`config.mk`:
```
export PLATFORM = sky130hd
export DESIGN_NAME = seq_mult_flat
export DESIGN_NICKNAME = d
export VERILOG_FILES = /design/src/rtl/seq_mult_if.sv /design/src/rtl/seq_mult.sv /design/src/flat_wrapper.sv
export SDC_FILE = /design/constraint.sdc
export NUM_CORES = 1
export LEC_CHECK = 0
export BUFFER_PORTS_ARGS = -buffer_cell sky130_fd_sc_hd__buf_2
export CORE_MARGIN = 1.5
export CORE_UTILIZATION = 65
export CTS_BUF_LIST = sky130_fd_sc_hd__clkbuf_4 sky130_fd_sc_hd__clkbuf_8
export DETAILED_ROUTE_END_ITERATION = 16
export PLACE_DENSITY = 0.86
export SYNTH_ARGS = -nofsm -noshare
export SYNTH_HDL_FRONTEND = slang
export SYNTH_SLANG_ARGS = --single-unit
```
`constraint.sdc`:
```
create_clock -name clk -period 7.5 [get_ports clk]
set_input_delay 1.125 -clock clk [delete_from_list [all_inputs] [get_ports clk]]
set_output_delay 1.125 -clock clk [all_outputs]
set_load 0.02 [all_outputs]
```
`src/rtl/seq_mult_if.sv`:
```
// -----------------------------------------------------------------------------
// seq_mult_if
// Handshake bundle for the sequential shift-add multiplier.
//   m, q         operands (WIDTH bits), sampled on the input handshake
//   signed_mode  1 = two's-complement operation, 0 = unsigned
//   in_valid     producer has operands available
//   in_ready     multiplier can accept operands
//   p            registered product (2*WIDTH bits)
//   out_valid    p holds a completed product
//   out_ready    consumer accepts p
//   busy         an operation is in flight (CALC or DONE)
// master: the front end / consumer side; slave: the multiplier.
// -----------------------------------------------------------------------------
interface seq_mult_if #(
   parameter int WIDTH = 4
);
   logic [WIDTH-1:0]   m;
   logic [WIDTH-1:0]   q;
   logic               signed_mode;
   logic               in_valid;
   logic               in_ready;
   logic [2*WIDTH-1:0] p;
   logic               out_valid;
   logic               out_ready;
   logic               busy;

   modport master (
      output m, q, signed_mode, in_valid, out_ready,
      input  in_ready, p, out_valid, busy
   );

   modport slave (
      input  m, q, signed_mode, in_valid, out_ready,
      output in_ready, p, out_valid, busy
   );
endinterface

```
`src/rtl/seq_mult.sv`:
```
// -----------------------------------------------------------------------------
// seq_mult
// Sequential shift-add multiplier, one partial product per clock.
// Signed operands are reduced to magnitudes on accept; the sign of the
// product is reapplied with a single negation on the final step.
//   clk  rising-edge clock
//   rst  asynchronous active-high reset
//   bus  seq_mult_if.slave: operand handshake (m, q, signed_mode,
//        in_valid/in_ready), result handshake (p, out_valid/out_ready), busy
// Latency: WIDTH cycles from accept to out_valid; throughput one product per
// WIDTH+2 cycles with out_ready held high.
// -----------------------------------------------------------------------------
module seq_mult #(
   parameter int WIDTH = 4
) (
   input  logic       clk,
   input  logic       rst,
   seq_mult_if.slave  bus
);

   localparam int CNT_W = (WIDTH > 2) ? $clog2(WIDTH) : 1;
   localparam logic [CNT_W-1:0] LAST_STEP = CNT_W'(WIDTH - 1);

   typedef enum logic [1:0] {
      IDLE = 2'd0,
      CALC = 2'd1,
      DONE = 2'd2
   } state_t;

   state_t             state;
   logic [WIDTH-1:0]   mcand;      // magnitude of the multiplicand
   logic [WIDTH-1:0]   mplier;     // magnitude of the multiplier, shifted right each step
   logic               neg;        // product sign; the mode only matters through this bit
   logic [2*WIDTH-1:0] acc;
   logic [2*WIDTH-1:0] acc_next;
   logic [CNT_W-1:0]   cnt;
   logic               in_ready_r;
   logic               out_valid_r;
   logic               busy_r;
   logic [2*WIDTH-1:0] p_r;

   // Two's-complement magnitude returned as an unsigned WIDTH-bit value.
   // The most negative input maps to 2^(WIDTH-1), which still fits unsigned.
   function automatic logic [WIDTH-1:0] magnitude(input logic signed [WIDTH-1:0] x);
      logic signed [WIDTH-1:0] negx;
      negx = -x;
      return x[WIDTH-1] ? WIDTH'(negx) : WIDTH'(x);
   endfunction

   // Applies the product sign; wraps modulo 2^(2*WIDTH), which is exact for
   // every legal operand pair.
   function automatic logic [2*WIDTH-1:0] apply_sign(input logic [2*WIDTH-1:0] mag,
                                                     input logic              s);
      return s ? (~mag + 1'b1) : mag;
   endfunction

   // Partial product for the current step: multiplicand shifted by the count.
   always_comb begin
      acc_next = acc;
      if (mplier[0])
         acc_next = acc + ({{WIDTH{1'b0}}, mcand} << cnt);
   end

   always_ff @(posedge clk or posedge rst) begin
      if (rst) begin
         state       <= IDLE;
         mcand       <= '0;
         mplier      <= '0;
         neg         <= 1'b0;
         acc         <= '0;
         cnt         <= '0;
         in_ready_r  <= 1'b0;
         out_valid_r <= 1'b0;
         busy_r      <= 1'b0;
         p_r         <= '0;
      end else begin
         case (state)
            // ---- IDLE: accept operands ----
            IDLE: begin
               in_ready_r <= 1'b1;
               if (bus.in_valid && in_ready_r) begin
                  if (bus.signed_mode) begin
                     mcand <= magnitude($signed(bus.m));
                     mplier <= magnitude($signed(bus.q));
                     neg    <= bus.m[WIDTH-1] ^ bus.q[WIDTH-1];
                  end else begin
                     mcand  <= bus.m;
                     mplier <= bus.q;
                     neg    <= 1'b0;
                  end
                  acc        <= '0;
                  cnt        <= '0;
                  in_ready_r <= 1'b0;
                  busy_r     <= 1'b1;
                  state      <= CALC;
               end
            end

            // ---- CALC: one shift-add step per clock ----
            CALC: begin
               acc    <= acc_next;
               mplier <= mplier >> 1;
               cnt    <= cnt + 1'b1;
               if (cnt == LAST_STEP) begin
                  p_r         <= apply_sign(acc_next, neg);
                  out_valid_r <= 1'b1;
                  state       <= DONE;
               end
            end

            // ---- DONE: hold product until the consumer takes it ----
            DONE: begin
               if (bus.out_ready) begin
                  out_valid_r <= 1'b0;
                  busy_r      <= 1'b0;
                  in_ready_r  <= 1'b1;
                  state       <= IDLE;
               end
            end

            default: begin
               in_ready_r  <= 1'b0;
               out_valid_r <= 1'b0;
               busy_r      <= 1'b0;
               state       <= IDLE;
            end
         endcase
      end
   end

   assign bus.in_ready  = in_ready_r;
   assign bus.out_valid = out_valid_r;
   assign bus.busy      = busy_r;
   assign bus.p         = p_r;

endmodule

```
`src/flat_wrapper.sv`:
```
// flat-port wrapper written by rule: the top's interface ports become plain ports
module seq_mult_flat 
#(
   parameter int WIDTH = 4
)
  (clk, rst, bus_m, bus_q, bus_signed_mode, bus_in_valid, bus_out_ready, bus_in_ready, bus_p, bus_out_valid, bus_busy);
  seq_mult_if #(.WIDTH(WIDTH)) bus_i ();
  input  logic clk;
  input  logic rst;
  input wire logic [$bits(bus_i.m)-1:0] bus_m;
  input wire logic [$bits(bus_i.q)-1:0] bus_q;
  input wire logic [$bits(bus_i.signed_mode)-1:0] bus_signed_mode;
  input wire logic [$bits(bus_i.in_valid)-1:0] bus_in_valid;
  input wire logic [$bits(bus_i.out_ready)-1:0] bus_out_ready;
  output wire logic [$bits(bus_i.in_ready)-1:0] bus_in_ready;
  output wire logic [$bits(bus_i.p)-1:0] bus_p;
  output wire logic [$bits(bus_i.out_valid)-1:0] bus_out_valid;
  output wire logic [$bits(bus_i.busy)-1:0] bus_busy;
  assign bus_i.m = bus_m;
  assign bus_i.q = bus_q;
  assign bus_i.signed_mode = bus_signed_mode;
  assign bus_i.in_valid = bus_in_valid;
  assign bus_i.out_ready = bus_out_ready;
  assign bus_in_ready = bus_i.in_ready;
  assign bus_p = bus_i.p;
  assign bus_out_valid = bus_i.out_valid;
  assign bus_busy = bus_i.busy;
  seq_mult #(.WIDTH(WIDTH)) u_core (.clk(clk), .rst(rst), .bus(bus_i));
endmodule
```
# ---- Yosys cells after proc, flatten, opt, wreduce, memory -nomap -nowiden
# Cells that the tools add are included.
dict set report totals {
  latchBits 0
  word_cells 61
  mem_count 0
  rom_bits 0
  reg_bits 32
  ram_bits 0
  inputBits 13
}
dict set report op_classes {
  n_mul 0
  n_addsub 5
  n_div 0
  n_eq_ne 6
  n_reduce_logical 10
  n_bitwise 4
  shifts 1
  magnitude_cmp 0
  n_mux 25
}
# cell n
set op_table {}
lappend op_table {{$mux 8} 3}
lappend op_table {{$mux 4} 5}
lappend op_table {{$pmux 8 s2} 1}
lappend op_table {{$pmux 1 s3} 3}
lappend op_table {{$reduce_and 3->1} 3}
lappend op_table {{$add 8x1->8 const B} 1}
lappend op_table {{$add 8x8->8} 1}
lappend op_table {{$mux 2} 4}
lappend op_table {{$neg 4->4} 2}
lappend op_table {{$not 8->8} 1}
lappend op_table {{$pmux 4 s2} 1}
lappend op_table {{$reduce_and 2->1} 4}
lappend op_table {{$shl 4x2->8} 1}
lappend op_table {{$mux 1} 6}
lappend op_table {{$pmux 2 s3} 1}
lappend op_table {{$eq 2x2->1 const B} 2}
lappend op_table {{$ne 2x1->1 const B} 2}
lappend op_table {{$pmux 2 s2} 1}
lappend op_table {{$add 2x1->2 const B} 1}
lappend op_table {{$eq 2x1->1 const B} 1}
lappend op_table {{$logic_not 2->1} 1}
lappend op_table {{$ne 2x2->1 const B} 1}
lappend op_table {{$not 1->1} 2}
lappend op_table {{$reduce_bool 2->1} 1}
lappend op_table {{other kinds (2)} 2}

# ---- Longest topological paths before layout
# Gate-level depths: netlist of the first run.
dict set report logic_depth {
  word_depth 6
  ltp_mapped 12
  mapped_depth_nobuf 11
}

# ---- Least setup slack after synthesis of the first run
# Ideal clock, no wire load.
dict set report synth_path {
  kind {register to register}
  start {register u_core.cnt[0]}
  end {register u_core.p_r[7], in the netlist u_core.bus.p[7]}
  path_stages_with_launch 13
  path_buffers 1
  setup_time_ps 125
  setup_slack_ps 4719
  arrival_ps 2656
  cell_sequence {dfrtp_1 > clkbuf_1 > mux2_2 > nor2_1 > a21oi_1 > ha_1 > a211oi_1 > or4_1 > o31ai_1 > o22ai_2 > a21bo_1 > xnor2_1 > o21ai_1}
}
dict set report synth_between {
  elab_chain_len 6
  word_cells_on_any_way 8
}
# item line
set synth_lines {}
lappend synth_lines {{start, declared} seq_mult.sv:36} ;# logic [CNT_W-1:0] cnt;
lappend synth_lines {{start signal, assigned} seq_mult.sv:103} ;# cnt <= cnt + 1'b1;
lappend synth_lines {{$shl 4x2->8} seq_mult.sv:61} ;# acc_next = acc + ({{WIDTH{1'b0}}, mcand} << cnt);
lappend synth_lines {{$add 8x8->8} seq_mult.sv:61}
lappend synth_lines {{$mux 8} seq_mult.sv:60} ;# if (mplier[0])
lappend synth_lines {{$not 8->8} seq_mult.sv:54} ;# return s ? (~mag + 1'b1) : mag;
lappend synth_lines {{$add 8x1->8} seq_mult.sv:54}
lappend synth_lines {{$mux 8} seq_mult.sv:54}
lappend synth_lines {{end signal, assigned} seq_mult.sv:105} ;# p_r <= apply_sign(acc_next, neg);
lappend synth_lines {{end, declared} seq_mult.sv:40} ;# logic [2*WIDTH-1:0] p_r;
# Several ways; a longest one is shown, not always the timed one.
# A chain may end at the register's enable or synchronous reset.

# ---- Worst setup path in the final report of the first run
# Ends and elaborated chain as after synthesis.

==> impl_metrics.tcl, run 1 <==
set metrics [dict create \
    status "complete, no violations" \
    yosysMostFrequentCell "dfrtp_1" \
    ys_seq_area_frac 0.3973 \
    die_w_um 58.69 \
    fin_crit_sh 0.3897 \
    insertion_delay_ns 0.34 \
    dr_total_vias 1665 \
    async_reset_ff_frac 1.000 \
    cellLeakagePower_nw 1.042 \
    htreeDepth 2 \
    nets 271 \
    end_kind "flip-flop" \
    power_frac_comb 0.585 \
    cts_resized 0 \
    ys_ff_latch 32 \
    gr-usage-all-layers 0.2706 \
    setup_viol 0 \
    dr.pass1.iters 4 \
    critPathMaxStageDelay_ns 0.51 \
    grt.overflow.total 0 \
    synth-edff-count 0 \
    routed_wl_um 3911 \
    critical_path.cell_chain "mux2_2 -> nor2_1 -> a21oi_1 -> ha_1 -> a211oi_1 -> o21ai_0 -> a2bb2oi_2 -> and4_1 -> a21bo_1 -> xnor2_1 -> o21ai_1" \
    wl_per_cell_um 13.97 \
    max_freq_ghz 0.3422 \
    die-height_um 58.69 \
    cts_buffer_depth 2 \
    rsz0062_at_grt "no" \
    slew_headroom 0.4175 \
    path_clk_slew_ns 0.11 \
    area_growth_pct 8.876 \
    cp-startpoint "u_core.cnt[0]$_DFFE_PP0P_" \
    drc 0 \
    setup_tns_ns 0 \
    switchingPower_uw 500.2 \
    min_path_cells 2 \
    seqPwrFrac 0.310 \
    clkPwrFrac 0.105 \
    required_ns 7.73 \
    nFillCells 220 \
    yosysWarnings 0 \
    diodes 0 \
    die_area_mm2 0.003444 \
    power.density_mw_per_mm2 477.8 \
    yosys.area.top_type_share 0.3973 \
    reg2reg_to "u_core.bus.p[7]$_DFFE_PP0P_" \
    pin_count 24 \
    antenna_left 0 \
    ff2ff_setup_slack_ns 4.58 \
    grt_pass1_wl_um 7044 \
    rows 20 \
    numCtsBuffers 5 \
    synth.distinct_cells 42 \
    start_util 0.6712 \
    holdBufCountCts 0 \
    antenna_found_initial 0 \
    grt_pass1_vias 1618 \
    viasPerCell 5.946 \
    worstPathArrival_ns 3.15 \
    cts_tree "built" \
    drt-initial-drc-count 75 \
    synth_nets 252 \
    ys.flop_type "dfrtp_1" \
    path_max_fanout 9 \
    switching_share 0.4770 \
    coreArea_mm2 0.003003 \
    syn_area_mm2 0.002016 \
    cts_root_buf "clkbuf_4" \
    worstMarginPinSlew_ns 0.8718 \
    avgSynthCellArea_um2 8.880 \
    hpwlAfterDp_um 2946 \
    grt_max_degree 33 \
    max_cap_violations 0 \
    syn_inst 227 \
    startpoint_type "flip-flop" \
    period_needed_ns 2.922 \
    slowest_stage "dfrtp_1" \
    reg2reg_depth 11 \
    peakVddDrop_mv 0.2641 \
    drive_above_1_share 0.1538 \
    gp_congestion 0.8935 \
    hold_viol 0 \
    numPortBuffers 23 \
    slew_violations 0 \
    cts.sink_count 32 \
    finalClockSkew_ns 0.01526 \
    hp-class "reg -> reg" \
    ys_top_cells_by_area "dfrtp_1, ha_1, nand2_1" \
    hold_path.startpoint "u_core.bus.p[2]$_DFFE_PP0P_" \
    timing.hold.ws_ns 0.4835 \
    p_int_uw 548.4 \
    cts_setup_buffers 0 \
    holdPathEnd "u_core.bus.p[2]$_DFFE_PP0P_" \
    synth_commonest_cells "dfrtp_1, nand2_1, o21ai_0" \
    synth_top_cell_by_area "dfrtp_1" \
    reg2reg_from "u_core.cnt[0]$_DFFE_PP0P_" \
    crit_type "reg -> reg" \
]
-- power groups by stage --
stage	sequential [mW]	combinational, mW	clock (mW)
final	0.325	0.613	0.110
after global routing	0.340	0.696	0.119
after CTS	0.324	0.613	0.111
after detailed placement	0.327	0.610	0
after global placement	0.324	0.591	0
after floorplan	0.316	0.497	0
-- cell families (layout without fill, tap and decap cells) --
group                      count (synthesis)  after routing  share of synthesized area
muxes                                      9              9                    0.04531
xor gates and xnor gates                  11             11                    0.04780
adders and majority gates                 12             12                    0.07821
buffers and inverters                     20             40                    0.04034
DFF                                       32             32                     0.3973
and+or+nand+nor                           82             82                     0.2042
AOI/OAI and AO/OA                         61             61                     0.1868
-- state kept, by name, summed over array words and instances (netlist names) --
signal	cells
u_core.neg	1
u_core.mplier	4
u_core.acc	8
u_core.cnt	2
u_core.bus.out_valid	1
u_core.bus.in_ready	1
u_core.state	2
u_core.mcand	4
u_core.bus.p	8
u_core.bus.busy	1
-- stage by stage --
stage | total power [mW] | setup slack (ns) | cell area, um^2 | std cells | util
5_1_grt | 1.154 | 4.401 | 2195 | 280 | 0.7308
3_5_place_dp | 0.9368 | 4.599 | 2128 | 272 | 0.7088
4_1_cts | 1.047 | 4.587 | 2195 | 280 | 0.7308
3_3_place_gp | 0.9148 | 4.719 | 2128 | 272 | 0.7088
2_1_floorplan | 0.8133 | 4.719 | 2016 | 227 | -
6_report | 1.049 | 4.578 | 2195 | 280 | 0.7308
-- metal layers --
metal / wire, um / GRT usage / up-vias / share of wire
met5: 0 / 0 / - / 0
met4: 48 / 0.08766 / 0 / 0.012
met3: 149 / 0.05275 / 6 / 0.038
met2: 1881 / 0.4735 / 36 / 0.48
met1: 1832 / 0.3372 / 776 / 0.47
li1: - / - / 847 / -
-- worst max-delay path by stage --
stage | end | cells past startpoint
after global placement | u_core.bus.p[7]$_DFFE_PP0P_ | 11
final | u_core.bus.p[7]$_DFFE_PP0P_ | 11
after floorplan | u_core.bus.p[7]$_DFFE_PP0P_ | 12
after global routing | u_core.bus.p[7]$_DFFE_PP0P_ | 11
after detailed placement | u_core.bus.p[7]$_DFFE_PP0P_ | 11
after CTS | u_core.bus.p[7]$_DFFE_PP0P_ | 11
-- cell type report --
cell class                      instances  area [um^2]  area share
Clock inverter                          1        7.507    0.003421
Clock buffer                            7        58.81     0.02680
Multi-Input combinational cell        175         1134      0.5165
Sequential cell                        32        800.8      0.3649
Tap cell                               33        41.29     0.01881
Inverter                                8        30.03     0.01368
Timing Repair Buffer                   24        122.6     0.05587
-- critical path: cells and delay by family (launching register included) --
kind	cells	cell delay [ns]
AOI/OAI and AO/OA	6	1.12
xor gates and xnor gates	1	0.17
adders and majority gates	1	0.38
DFF	1	0.51
muxes	1	0.39
and+or+nand+nor	2	0.25
-- cell usage in the layout, fill, tap and decap left out, drive strengths merged, types with 3 or more instances in the layout --
cell type and n:
o21ai 35, dfrtp 32, nand2 31, buf 24, nand3 13, nor2 13
ha 11, xnor2 9, inv 8, mux2i 8, nand2b 8, a21oi 7
clkbuf 7, nor3 6, nor2b 3, a211oi 3, o31ai 3, o22ai 3
Power figures use the tool's default switching activity.
==> run 2: changes to the inputs <==
--- a/config.mk
+++ b/config.mk
@@ -5,12 +5,13 @@
 export SDC_FILE = /design/constraint.sdc
 export NUM_CORES = 1
 export LEC_CHECK = 0
+export ABC_AREA = 1
 export BUFFER_PORTS_ARGS = -buffer_cell sky130_fd_sc_hd__buf_2
 export CORE_MARGIN = 1.5
-export CORE_UTILIZATION = 65
+export CORE_UTILIZATION = 54
 export CTS_BUF_LIST = sky130_fd_sc_hd__clkbuf_4 sky130_fd_sc_hd__clkbuf_8
 export DETAILED_ROUTE_END_ITERATION = 16
-export PLACE_DENSITY = 0.86
+export PLACE_DENSITY = 0.76
 export SYNTH_ARGS = -nofsm -noshare
 export SYNTH_HDL_FRONTEND = slang
 export SYNTH_SLANG_ARGS = --single-unit
==> constraint.sdc (replaced) <==
create_clock -name clk -period 2.5 [get_ports clk]
set_input_delay 0.375 -clock clk [delete_from_list [all_inputs] [get_ports clk]]
set_output_delay 0.375 -clock clk [all_outputs]
set_load 0.02 [all_outputs]
==> run 2 against run 1 <==
Effect of this change: count of clock-buffer cells in the layout stayed put; first-iteration DRC count is 140% higher; global-route usage is 3.5 points lower; power grew to 3.5 times the previous value; sequential share of layout area is 3.1 points lower; final cell count is 27% higher; die area is 21% higher; clock skew is 0.0088 ns lower.
==> impl_metrics.tcl, run 2 <==
set metrics [dict create \
    dr.pass1.iters 4 \
    layout_common_cells "nand2_1, inv_1, dfrtp_1, buf_2, o21ai_0" \
    synth_commonest_cells "nand2_1, inv_1, dfrtp_1" \
    yosys.area.top_type_share 0.3907 \
    cts_tree "built" \
    worstMarginPinSlew_ns 0.5668 \
    critical_path.cell_chain "nor3_2 -> ha_2 -> fa_1 -> o21ai_2 -> ha_2 -> inv_2 -> nor2_4 -> nand3_2 -> nor2_1 -> nand2_1 -> nand2_1 -> nand2_1 -> nand3_1 -> nand2_1" \
    gr-usage-all-layers 0.2354 \
    slowest_stage "dfrtp_2" \
    status "complete, no violations" \
    antenna_left 0 \
    area_growth_pct 17.09 \
    hp-class "in -> async" \
    grt.overflow.total 0 \
    finalPower_mw 3.661 \
    synth_nets 300 \
    required_ns 2.69 \
    fin_crit_sh 0.9831 \
    dr_total_vias 1877 \
    wl_per_cell_um 12.67 \
    numCtsBuffers 5 \
    drc 0 \
    holdBufCountCts 0 \
    setup_viol 0 \
    yosysWarnings 0 \
    dp_cells 345 \
    start_util 0.5598 \
    power.density_mw_per_mm2 1526 \
    htreeDepth 2 \
    syn_area_mm2 0.002049 \
    register_area_um2 802.0 \
    coreArea_mm2 0.003661 \
    grt_pass1_vias 1771 \
    insertion_delay_ns 0.29 \
    startpoint_type "flip-flop" \
    nFillCells 319 \
    synth-compound-area-share 0.1410 \
    path_max_fanout 5 \
    slew_violations 0 \
    worstPathArrival_ns 2.64 \
    synth_top_cell_by_area "dfrtp_1" \
    ys_ff_latch 32 \
    diodes 0 \
    crit_type "reg -> reg" \
    cpMostUsedCell "nand2_1" \
    cellLeakagePower_nw 1.223 \
    nets 331 \
    synth_adder_area_share 0.07692 \
    ys.flop_type "dfrtp_1" \
    rsz0062_at_grt "yes" \
    cts_root_buf "clkbuf_8" \
    async_reset_ff_frac 1.000 \
    yosysMostFrequentCell "nand2_1" \
    synthMuxAreaShare 0.009768 \
    synth-edff-count 0 \
    period_needed_ns 2.458 \
    syn_inst 275 \
    avgSynthCellArea_um2 7.453 \
    routed_wl_um 4498 \
    setup_tns_ns 0 \
    max_cap_violations 0 \
    gp_congestion 0.8494 \
    ys_top_cells_by_area "dfrtp_1, nand2_1, inv_1" \
    slew_headroom 0.6207 \
    drive_above_1_share 0.1857 \
    synth_top_family_by_area "simple AND/OR/NAND/NOR gates" \
    die_area_mm2 0.004174 \
    finalClockSkew_ns 0.006461 \
    max_freq_ghz 0.4069 \
    ys_seq_area_frac 0.3907 \
    cts.sink_count 32 \
    die_w_um 64.61 \
    layout.cells.non_filler 355 \
    rows 22 \
    peakVddDrop_mv 0.6556 \
    drt-initial-drc-count 180 \
    grt_max_degree 33 \
    synth.distinct_cells 32 \
    numPortBuffers 23 \
    multiInputGateArea_mm2 0.001089 \
    hpwlAfterDp_um 3407 \
    final_common_cell "nand2_1" \
    fin_ws_ns 0.04233 \
    grt_pass1_wl_um 7624 \
    antenna_found_initial 0 \
    hold_viol 0 \
    cts_buffer_depth 2 \
    end_kind "flip-flop" \
    pin_count 24 \
    die-height_um 64.61 \
    critPathMaxStageDelay_ns 0.44 \
    viasPerCell 5.287 \
    synthSimpleGateAreaFrac 0.2741 \
    place_ws_ns 0.03896 \
    synth_xor_area_frac 0.01282 \
    path_clk_slew_ns 0.07 \
]
run 2: cell count changes after synthesis, sizes merged, moves of 6 or more:
| cell | delta |
|---|---|
| nand3 | +6 |
| mux2i | -6 |
| o21ai | -8 |
| nand2 | +48 |
| xnor2 | -7 |
| nand2b | -8 |
| clkbuf | -8 |
| nor2 | +9 |
| inv | +32 |
run 2: cell families after synthesis:
| kind of cell | after synthesis |
|---|---|
| xor+xnor | 3 |
| mux | 2 |
| fa+ha+maj | 12 |
| simple gates | 130 |
| compound gates | 50 |
| buf+inv | 46 |
| flops | 32 |
run 2: routing by layer:
metal	vias to the layer above	share of wire	track usage
met5	-	0	0
met4	0	0.0049	0.06117
met3	2	0.037	0.05382
met2	38	0.50	0.3997
met1	868	0.46	0.3037
li1	969	-	-
run 2: what timing repair did:
| action | 4_1_cts | 5_1_grt |
|---|---|---|
| gates resized for setup | 0 | 15 |
| endpoints found under the setup margin | 0 | 4 |
| endpoints found under the hold margin | 0 | 0 |
| setup buffers | 0 | 2 |
run 2: where the power goes:
group	switching (mW)	total, mW	internal (mW)	leakage (nW)
clock	0.195	0.547	0.352	0.0645
sequential	0.199	0.950	0.751	0.403
combinational	1.37	2.16	0.791	0.756
run 2: final cells by class:
cell class,count,share of cell area
flip-flops and latches,32,0.3342
repair buffers,29,0.06830
multi-input cells,197,0.4536
inverters,41,0.06621
well taps,48,0.02503
clock inverters,1,0.01251
clock buffers,7,0.04015
run 2: critical path, delay by kind of cell (launching register included):
kind | cells | cell delay (ns)
adder cells (fa/ha/maj) | 3 | 0.89
AND/OR/NAND/NOR | 9 | 0.79
flip-flops | 1 | 0.44
AO/OA/AOI/OAI | 1 | 0.19
buffers and inverters | 1 | 0.05
run 2: final timing paths:
path / startpoint / to / slack, ns / cells after the start
max in group asynchronous: rst / u_core.cnt[0]$_DFFE_PP0P_ / 2.02 / 3
max: u_core.cnt[0]$_DFFE_PP0P_ / u_core.bus.p[6]$_DFFE_PP0P_ / 0.04 / 14
min in group clk: bus_m[0] / u_core.mcand[0]$_DFFE_PP0P_ / 0.34 / 3
min: rst / u_core.bus.busy$_DFFE_PP0P_ / 0.15 / 3
min reg2reg: u_core.bus.p[4]$_DFFE_PP0P_ / u_core.bus.p[4]$_DFFE_PP0P_ / 0.48 / 2
max reg2reg: u_core.cnt[0]$_DFFE_PP0P_ / u_core.bus.p[6]$_DFFE_PP0P_ / 0.04 / 14
run 2: metrics by stage:
| step | hold WS (ns) | instance area (um^2) | utilization |
|---|---|---|---|
| 2_1_floorplan | 0.4656 | 2049 | - |
| 3_3_place_gp | 0.4628 | 2220 | 0.6063 |
| 3_5_place_dp | 0.4675 | 2220 | 0.6063 |
| 4_1_cts | 0.1708 | 2346 | 0.6408 |
| 5_1_grt | 0.1883 | 2400 | 0.6555 |
| 6_report | 0.1528 | 2400 | 0.6555 |
